### src/rtl/ps2_key_ctrl.sv
// PS/2 keyboard frame receiver and make/break decoder producing held key levels.
// Optional `define PS2_WASD_ALIAS_EN makes A/D/W alias Left/Right/Jump.
module ps2_key_ctrl #(
    parameter int TIMEOUT_CYCLES = 65000,
    parameter int TIMEOUT_WIDTH  = 17
) (
    input  logic       clk,
    input  logic       rst_n,
    input  logic       ps2_clk_db,
    input  logic       ps2_data_db,
    output logic [7:0] code,
    output logic       code_valid,
    output logic       frame_err,
    output logic       key_left,
    output logic       key_right,
    output logic       key_jump
);

    typedef enum logic [1:0] {S_IDLE, S_DATA, S_PARITY, S_STOP} state_t;

    localparam logic [TIMEOUT_WIDTH-1:0] TO_LAST = TIMEOUT_WIDTH'(TIMEOUT_CYCLES - 1);

`ifdef PS2_WASD_ALIAS_EN
    localparam int NKEYS = 6;
`else
    localparam int NKEYS = 3;
`endif

    state_t                   state_q, state_d;
    logic                     prev_clk_q;
    logic                     fall;
    logic [2:0]               bit_cnt_q, bit_cnt_d;
    logic [7:0]               shift_q, shift_d;
    logic                     par_q, par_d;
    logic [TIMEOUT_WIDTH-1:0] to_cnt_q, to_cnt_d;
    logic                     timeout;
    logic                     accept, err;
    logic [7:0]               code_q, code_d;
    logic                     code_valid_q, code_valid_d;
    logic                     frame_err_q, frame_err_d;
    logic                     ext_q, ext_d;
    logic                     brk_q, brk_d;
    // [0]=left arrow, [1]=right arrow, [2]=space; alias build adds [3]=A, [4]=D, [5]=W
    logic [NKEYS-1:0]         keys_q, keys_d;

    assign fall    = prev_clk_q & ~ps2_clk_db;
    assign timeout = (state_q != S_IDLE) && !fall && (to_cnt_q == TO_LAST);

    always_comb begin
        state_d   = state_q;
        bit_cnt_d = bit_cnt_q;
        shift_d   = shift_q;
        par_d     = par_q;
        accept    = 1'b0;
        err       = 1'b0;
        if (fall) begin
            case (state_q)
                S_IDLE: begin
                    if (!ps2_data_db) begin
                        state_d   = S_DATA;
                        bit_cnt_d = 3'd0;
                    end else begin
                        err = 1'b1;
                    end
                end
                S_DATA: begin
                    shift_d   = {ps2_data_db, shift_q[7:1]};
                    bit_cnt_d = bit_cnt_q + 3'd1;
                    if (bit_cnt_q == 3'd7) state_d = S_PARITY;
                end
                S_PARITY: begin
                    par_d   = ps2_data_db;
                    state_d = S_STOP;
                end
                S_STOP: begin
                    state_d = S_IDLE;
                    if (ps2_data_db && ^{shift_q, par_q}) accept = 1'b1;
                    else err = 1'b1;
                end
                default: state_d = S_IDLE;
            endcase
        end else if (timeout) begin
            state_d = S_IDLE;
            shift_d = 8'h00;
            err     = 1'b1;
        end
    end

    always_comb begin
        if (fall || timeout || state_q == S_IDLE) to_cnt_d = '0;
        else to_cnt_d = to_cnt_q + 1'b1;
    end

    // Byte decode: prefixes only set flags, any other byte consumes them.
    always_comb begin
        code_valid_d = accept;
        frame_err_d  = err;
        code_d       = code_q;
        ext_d        = ext_q;
        brk_d        = brk_q;
        keys_d       = keys_q;
        if (accept) begin
            code_d = shift_q;
            if (shift_q == 8'hE0) begin
                ext_d = 1'b1;
            end else if (shift_q == 8'hF0) begin
                brk_d = 1'b1;
            end else begin
                if (ext_q && shift_q == 8'h6B) keys_d[0] = ~brk_q;
                if (ext_q && shift_q == 8'h74) keys_d[1] = ~brk_q;
                if (!ext_q && shift_q == 8'h29) keys_d[2] = ~brk_q;
`ifdef PS2_WASD_ALIAS_EN
                if (!ext_q && shift_q == 8'h1C) keys_d[3] = ~brk_q;
                if (!ext_q && shift_q == 8'h23) keys_d[4] = ~brk_q;
                if (!ext_q && shift_q == 8'h1D) keys_d[5] = ~brk_q;
`endif
                ext_d = 1'b0;
                brk_d = 1'b0;
            end
        end
    end

    always_ff @(posedge clk or negedge rst_n) begin
        if (!rst_n) begin
            state_q      <= S_IDLE;
            prev_clk_q   <= 1'b1;
            bit_cnt_q    <= 3'd0;
            shift_q      <= 8'h00;
            par_q        <= 1'b0;
            to_cnt_q     <= '0;
            code_q       <= 8'h00;
            code_valid_q <= 1'b0;
            frame_err_q  <= 1'b0;
            ext_q        <= 1'b0;
            brk_q        <= 1'b0;
            keys_q       <= '0;
        end else begin
            state_q      <= state_d;
            prev_clk_q   <= ps2_clk_db;
            bit_cnt_q    <= bit_cnt_d;
            shift_q      <= shift_d;
            par_q        <= par_d;
            to_cnt_q     <= to_cnt_d;
            code_q       <= code_d;
            code_valid_q <= code_valid_d;
            frame_err_q  <= frame_err_d;
            ext_q        <= ext_d;
            brk_q        <= brk_d;
            keys_q       <= keys_d;
        end
    end

    assign code       = code_q;
    assign code_valid = code_valid_q;
    assign frame_err  = frame_err_q;
`ifdef PS2_WASD_ALIAS_EN
    assign key_left   = keys_q[0] | keys_q[3];
    assign key_right  = keys_q[1] | keys_q[4];
    assign key_jump   = keys_q[2] | keys_q[5];
`else
    assign key_left   = keys_q[0];
    assign key_right  = keys_q[1];
    assign key_jump   = keys_q[2];
`endif

endmodule
### config.mk
export PLATFORM = sky130hd
export DESIGN_NAME = ps2_key_ctrl
export DESIGN_NICKNAME = d
export VERILOG_FILES = /design/src/rtl/ps2_key_ctrl.sv
export SDC_FILE = /design/constraint.sdc
export NUM_CORES = 1
export LEC_CHECK = 0
export ABC_AREA = 1
export CORE_MARGIN = 1
export CORE_UTILIZATION = 52
export CTS_BUF_LIST = sky130_fd_sc_hd__clkbuf_16
export CTS_CLUSTER_DIAMETER = 80
export DETAILED_ROUTE_END_ITERATION = 8
export GPL_TIMING_DRIVEN = 0
export PLACE_DENSITY = 0.84
export SYNTH_ARGS = -nofsm -noshare
export SYNTH_HDL_FRONTEND = slang
export SYNTH_SLANG_ARGS = --single-unit
### constraint.sdc
create_clock -name clk -period 1.66 [get_ports clk]
set_input_delay 0.249 -clock clk [delete_from_list [all_inputs] [get_ports clk]]
set_output_delay 0.249 -clock clk [all_outputs]
set_load 0.1 [all_outputs]
==> results.json, run 1 <==
{
  "status": "finished, final reports clean",
  "layout.cells.non_filler": 393,
  "cts-root-buf": "clkbuf_16",
  "dp_hpwl_um": 3330,
  "worst-setup-path-type": "flip-flop to flip-flop",
  "grt.overflow.total": 0,
  "path_max_fanout": 10,
  "cpMostUsedCell": "nand2_1",
  "multi_input_area_mm2": 0.00117,
  "r2r_start": "shift_q[0]$_DFFE_PN0P_",
  "setup_slack_ns": 0.0497,
  "startpoint_type": "flip-flop",
  "avgRoutedWirePerCell_um": 14.1,
  "ys_types": 27,
  "p_sw_w": 0.00223,
  "rsz0062_at_grt": "true",
  "post-route-period-util": 0.970,
  "power.share.sequential": 0.312,
  "cellLeakagePower_nw": 1.46,
  "clock_latency_ns": 0.29,
  "crit_slowest_cell": "dfrtp_2",
  "core_mm2": 0.00435,
  "intPower_w": 0.00303,
  "end_kind": "flip-flop",
  "tightest_slew_ns": 0.543,
  "num_rows": 24,
  "ioPinCount": 17,
  "grtUsageTotal": 0.230,
  "hold_ws_ns": 0.429,
  "ctsHtreeMaxLevel": 2,
  "r2r_end": "keys_q[0]$_DFFE_PN0P_",
  "cp.required_ns": 1.84,
  "ant_nets": 0,
  "nNetsFinal": 351,
  "cp-endpoint": "keys_q[0]$_DFFE_PN0P_",
  "cts_tree": "yes",
  "drt_first_pass_iters": 4,
  "ctsLongestPathBuffers": 2,
  "synth_area_mm2": 0.00236,
  "cts_buffers": 5,
  "worstPathArrival_ns": 1.79,
  "switching_share": 0.423,
  "place.gp.congestion": 0.899,
  "yosysSeqAreaShare": 0.499,
  "pre_cts_ws_ns": -0.324,
  "power.density_mw_per_mm2": 1660,
  "area_delta_synth_final_pct": 34.7,
  "vias": 2191,
  "avgSynthCellArea_um2": 8.18,
  "num-fill-cells": 273,
  "comb_power_share": 0.475,
  "antenna_found_initial": 0,
  "critPathLaunch": "shift_q[0]$_DFFE_PN0P_",
  "regToRegSetupSlack_ns": 0.05,
  "dpl_cell_area_mm2": 0.00260,
  "die_x_um": 69.3,
  "max_freq_mhz": 621,
  "cp_slowest_stage_delay_ns": 0.45,
  "drc": 0,
  "grt_pass1_vias": 1948,
  "grt_pass1_wl_um": 8720,
  "setup_viol": 0,
  "die-area_mm2": 0.00481,
  "clk_pin_slew_worst_paths_ns": 0.06,
  "drt_wl_total_um": 5530,
  "clkSinkCount": 47,
  "p_clk_frac": 0.213,
  "ys_warn_count": 0,
  "crit_chain": "inv_4 -> nand2_1 -> nand2_1 -> nand2_1 -> nand3_1 -> nand3_1 -> nand2_2 -> nand2_2 -> buf_6 -> o21ai_1 -> nand2_1",
  "final_cell_area_mm2": 0.00318,
  "drv_cap": 0,
  "final.setup_skew_ns": 0.00452,
  "seqCellArea_mm2": 0.00118,
  "start_util": 0.541,
  "grt_max_degree": 31,
  "via_per_inst": 5.58,
  "period_needed_ns": 1.61,
  "synth_nets": 299,
  "vdd.ir_drop.worst_mv": 0.820,
  "die_h_um": 69.3,
  "drv_slew": 0,
  "drive_above_1_share": 0.293,
  "rr_worst_depth": 11,
  "port_buffers": 16,
  "ys_seq_elements": 47,
  "max_slew_margin": 0.639,
  "worstHoldPathType": "primary input to async pin",
  "antenna_cells": 0,
  "hold_viol_final": 0,
  "initialDrtViolationCount": 249,
  "fin_util": 0.729,
  "synthCells": 288,
  "dp.cells": 357
}
## synth_stat cells
master / n / area, um2
nor2_4: 1 / 11.3
mux2i_1: 1 / 10.0
inv_2: 11 / 41.3
nand4_1: 5 / 31.3
o21ai_1: 17 / 85.1
dfstp_2: 1 / 26.3
a21oi_1: 3 / 15.0
nand2_1: 71 / 267
nor3_1: 6 / 30.0
dfrtp_1: 46 / 1150
o21ai_2: 1 / 8.76
ha_1: 7 / 87.6
buf_6: 1 / 11.3
nor3b_2: 1 / 12.5
nand3_2: 1 / 10.0
buf_2: 1 / 5.00
nor4_1: 6 / 37.5
xnor2_1: 1 / 8.76
inv_1: 29 / 109
o22ai_1: 8 / 50.1
nand2_2: 4 / 25.0
xor2_1: 6 / 52.6
buf_4: 1 / 7.51
o21ai_0: 7 / 35.0
nand3_1: 19 / 95.1
nor2_2: 4 / 25.0
nor2_1: 29 / 109
## through the flow
stage / setup TNS [ns] / power, W
after floorplan: 0 / 0.00303
after global placement: -48.16 / 0.00339
after detailed placement: -7.90 / 0.00348
after CTS: -0.00875 / 0.00482
after global routing: -0.696 / 0.00556
final: 0 / 0.00526
## final cells by class
cell class	count	share of cell area
plain buffers	3	0.00946
inverters	40	0.0496
clock buffers	5	0.0394
flip-flops and latches	47	0.372
clock inverters	3	0.0122
repair buffers	45	0.128
well taps	52	0.0205
multi-input cells	198	0.369
## power groups by stage
| stage | registers, W | logic [W] | clock network (W) |
|---|---|---|---|
| 6_report | 0.00164 | 0.00250 | 0.00112 |
| 5_1_grt | 0.00167 | 0.00271 | 0.00118 |
| 4_1_cts | 0.00161 | 0.00207 | 0.00113 |
| 3_5_place_dp | 0.00164 | 0.00184 | 0 |
| 3_3_place_gp | 0.00162 | 0.00177 | 0 |
| 2_1_floorplan | 0.00195 | 0.00108 | 0 |
## kinds of logic after synthesis
family | share of synthesized area
buffers and inverters | 0.0738
XOR/XNOR | 0.0260
multiplexers | 0.00425
AND/OR/NAND/NOR | 0.277
flip-flops | 0.499
adder cells (fa/ha/maj) | 0.0372
AO/OA/AOI/OAI | 0.0823
## cells in the final DEF, fill, tap and decap left out, types with 6 or more instances in the layout
cell type and count:
clkdlybuf4s15_2 13, nand3_1 15, nand2_1 67, nand2_2 7, dfrtp_1 44, nor2_4 6
o21ai_1 18, o21ai_0 6, xor2_1 6, inv_1 25, buf_4 27, nor2_1 27
inv_2 12, o22ai_1 7
## critical path, delay by kind of cell, from the launching register on
family / cells / cell delay [ns]
simple gates: 8 / 0.70
compound gates: 1 / 0.11
buf+inv: 2 / 0.23
flops: 1 / 0.45
## how the worst min path moves through the flow
stage | from | end | slack, ns | cells past startpoint
after floorplan | rst_n | bit_cnt_q[0]$_DFFE_PN0P_ | -0.05 | 0
after global placement | brk_q$_DFFE_PN0P_ | keys_q[1]$_DFFE_PN0P_ | 0.46 | 1
after detailed placement | rst_n | code[4]$_DFFE_PN0P_ | 0.21 | 1
after CTS | rst_n | code[2]$_DFFE_PN0P_ | 0.44 | 2
after global routing | ps2_clk_db | prev_clk_q$_DFF_PN1_ | 0.45 | 1
final | rst_n | code[4]$_DFFE_PN0P_ | 0.43 | 2
## sequential cells by signal (all words and copies together) (netlist names)
signal / count
bit_cnt_q: 3
brk_q: 1
code: 8
code_valid: 1
ext_q: 1
frame_err: 1
keys_q: 3
par_q: 1
prev_clk_q: 1
shift_q: 8
state_q: 2
to_cnt_q: 17
## repair_timing
action / CTS / global route
hold endpoints to repair: 16 / 0
gates resized for setup: 57 / 27
setup buffers: 9 / 18
setup endpoints to repair: 40 / 39
hold buffers: 1 / 0
pin swaps: 5 / 7
## per-layer routing
metal | global-route usage | vias up | wire length, um
met3 | 0.0567 | 12 | 249
met5 | 0 | - | 0
met4 | 0.0748 | 0 | 114
met2 | 0.382 | 69 | 2810
li1 | - | 1041 | -
met1 | 0.295 | 1069 | 2360
Power figures use the tool's default switching activity.
==> run 2, diff against run 1 <==
Settings changed: HOLD_SLACK_MARGIN set to 0.05, SETUP_SLACK_MARGIN set to 0.1.
==> results.json, run 2 (synthesis results as in run 1) <==
{
  "cpMostUsedCell": "nand2_1",
  "largest_register_ffs": 17,
  "initialDrtViolationCount": 158,
  "nNetsFinal": 360,
  "period_needed_ns": 1.72,
  "max_slew_margin": 0.633,
  "die_h_um": 69.3,
  "end_kind": "flip-flop",
  "hold_viol_final": 0,
  "dpl_cell_area_mm2": 0.00261,
  "vdd.ir_drop.worst_mv": 0.786,
  "setup_viol": 3,
  "worst-setup-path-type": "flip-flop to flip-flop",
  "dp.cells": 357,
  "rr_worst_depth": 12,
  "cellLeakagePower_nw": 1.54,
  "grt_pass1_vias": 2203,
  "die-area_mm2": 0.00481,
  "cts_buffers": 5,
  "final.setup_skew_ns": 0.00798,
  "hold_ws_ns": 0.452,
  "cts-root-buf": "clkbuf_16",
  "grt.overflow.total": 0,
  "num-fill-cells": 223,
  "startpoint_type": "flip-flop",
  "antenna_found_initial": 0,
  "clkSinkCount": 47,
  "drt_first_pass_iters": 5,
  "via_per_inst": 5.95,
  "regToRegSetupSlack_ns": -0.06,
  "num_rows": 24,
  "grt_max_degree": 27,
  "vias": 2393,
  "die_x_um": 69.3,
  "grt_pass1_wl_um": 9880,
  "dp_hpwl_um": 3480,
  "multi_input_area_mm2": 0.00139,
  "area_delta_synth_final_pct": 47.0,
  "place.gp.congestion": 0.832,
  "core_mm2": 0.00435,
  "avgRoutedWirePerCell_um": 17.9,
  "drt_wl_total_um": 7210,
  "cp_top_family": "simple AND/OR/NAND/NOR gates",
  "min_path_cells": 1,
  "failed_checks": "setup timing",
  "post-route-period-util": 1.04,
  "drive_above_1_share": 0.429,
  "setup_slack_ns": -0.0586,
  "drv_cap": 0,
  "mostFrequentLayoutCells": "57 x nand2_1, 44 x dfrtp_1, 33 x buf_4",
  "start_util": 0.541,
  "final_cell_area_mm2": 0.00346,
  "worstHoldPathType": "primary input to flip-flop",
  "worstPathArrival_ns": 1.89,
  "status": "finished with violations",
  "power.density_mw_per_mm2": 1670,
  "port_buffers": 16,
  "ant_nets": 0,
  "clock_latency_ns": 0.29,
  "crit_chain": "inv_2 -> nand2_1 -> nand2_2 -> nand2_2 -> nand3_2 -> nand2_1 -> nand2_1 -> nand2_2 -> nand2_4 -> buf_6 -> o21ai_1 -> nand2_1",
  "cp.required_ns": 1.83,
  "drc": 0,
  "final_common_cell": "nand2_1",
  "max_freq_mhz": 582,
  "ioPinCount": 17,
  "largest-register": "to_cnt_q",
  "critical_path_buf_inv_count": 2,
  "ctsLongestPathBuffers": 2,
  "r2r_start": "shift_q[2]$_DFFE_PN0P_",
  "rsz0062_at_grt": "true",
  "min_from": "ps2_clk_db",
  "cp_slowest_stage_delay_ns": 0.41,
  "ctsHtreeMaxLevel": 2,
  "min_to": "prev_clk_q$_DFF_PN1_",
  "crit_slowest_cell": "dfrtp_1",
  "clk_pin_slew_worst_paths_ns": 0.06,
  "cts_tree": "yes",
  "antenna_cells": 0,
  "seqCellArea_mm2": 0.00118,
  "drv_slew": 0,
  "r2r_end": "keys_q[0]$_DFFE_PN0P_",
  "tightest_slew_ns": 0.553,
  "path_max_fanout": 5,
  "grtUsageTotal": 0.258,
  "layout.cells.non_filler": 402
}
-- run 2: metrics by stage --
stage	worst slack (ns)	utilization	power, W	TNS, ns
final	-0.0586	0.796	0.00578	-0.0699
after global routing	-0.119	0.796	0.00606	-1.38
after CTS	0.0889	0.708	0.00495	0
after detailed placement	-0.357	0.598	0.00350	-6.55
after global placement	-0.910	0.595	0.00341	-47.28
after floorplan	0.119	-	0.00304	0
-- run 2: worst max-delay path by stage --
| stage | startpoint | end | slack [ns] | depth (start not counted) |
|---|---|---|---|---|
| global route | to_cnt_q[0]$_DFF_PN0_ | to_cnt_q[15]$_DFF_PN0_ | -0.12 | 8 |
| floorplan | state_q[0]$_DFFE_PN0P_ | to_cnt_q[13]$_DFF_PN0_ | 0.12 | 9 |
| global placement | rst_n | to_cnt_q[13]$_DFF_PN0_ | -0.91 | 1 |
| detailed placement | ps2_clk_db | to_cnt_q[3]$_DFF_PN0_ | -0.36 | 8 |
| CTS | to_cnt_q[1]$_DFF_PN0_ | to_cnt_q[16]$_DFF_PN0_ | 0.09 | 11 |
| finish | shift_q[2]$_DFFE_PN0P_ | keys_q[0]$_DFFE_PN0P_ | -0.06 | 12 |
-- run 2: where the power goes --
group / leakage, nW / switching [W] / internal (W)
registers: 0.624 / 0.000259 / 0.00140
clock network: 0.0726 / 0.000418 / 0.000550
logic: 0.842 / 0.00196 / 0.00119
-- run 2: repair_timing --
item	CTS	global route
endpoints found under the setup margin	51	45
resized for setup	69	74
hold endpoints to repair	21	0
cloned	1	1
buffers inserted	23	12
hold buffers	1	0
pin swaps	10	23
-- run 2: final cells by class --
| cell class | instances | area share |
|---|---|---|
| multi-input cells | 198 | 0.400 |
| flip-flops and latches | 47 | 0.341 |
| repair buffers | 54 | 0.143 |
| inverters | 40 | 0.0451 |
| clock buffers | 5 | 0.0361 |
| well taps | 52 | 0.0188 |
| plain buffers | 3 | 0.0119 |
| clock inverters | 3 | 0.00469 |
-- run 2: layer usage --
| layer | GRT usage | up-vias | part of all wire |
|---|---|---|---|
| met5 | 0 | - | 0 |
| li1 | - | 1056 | - |
| met4 | 0.125 | 0 | 0.027 |
| met1 | 0.316 | 1193 | 0.38 |
| met3 | 0.0509 | 24 | 0.052 |
| met2 | 0.435 | 120 | 0.54 |
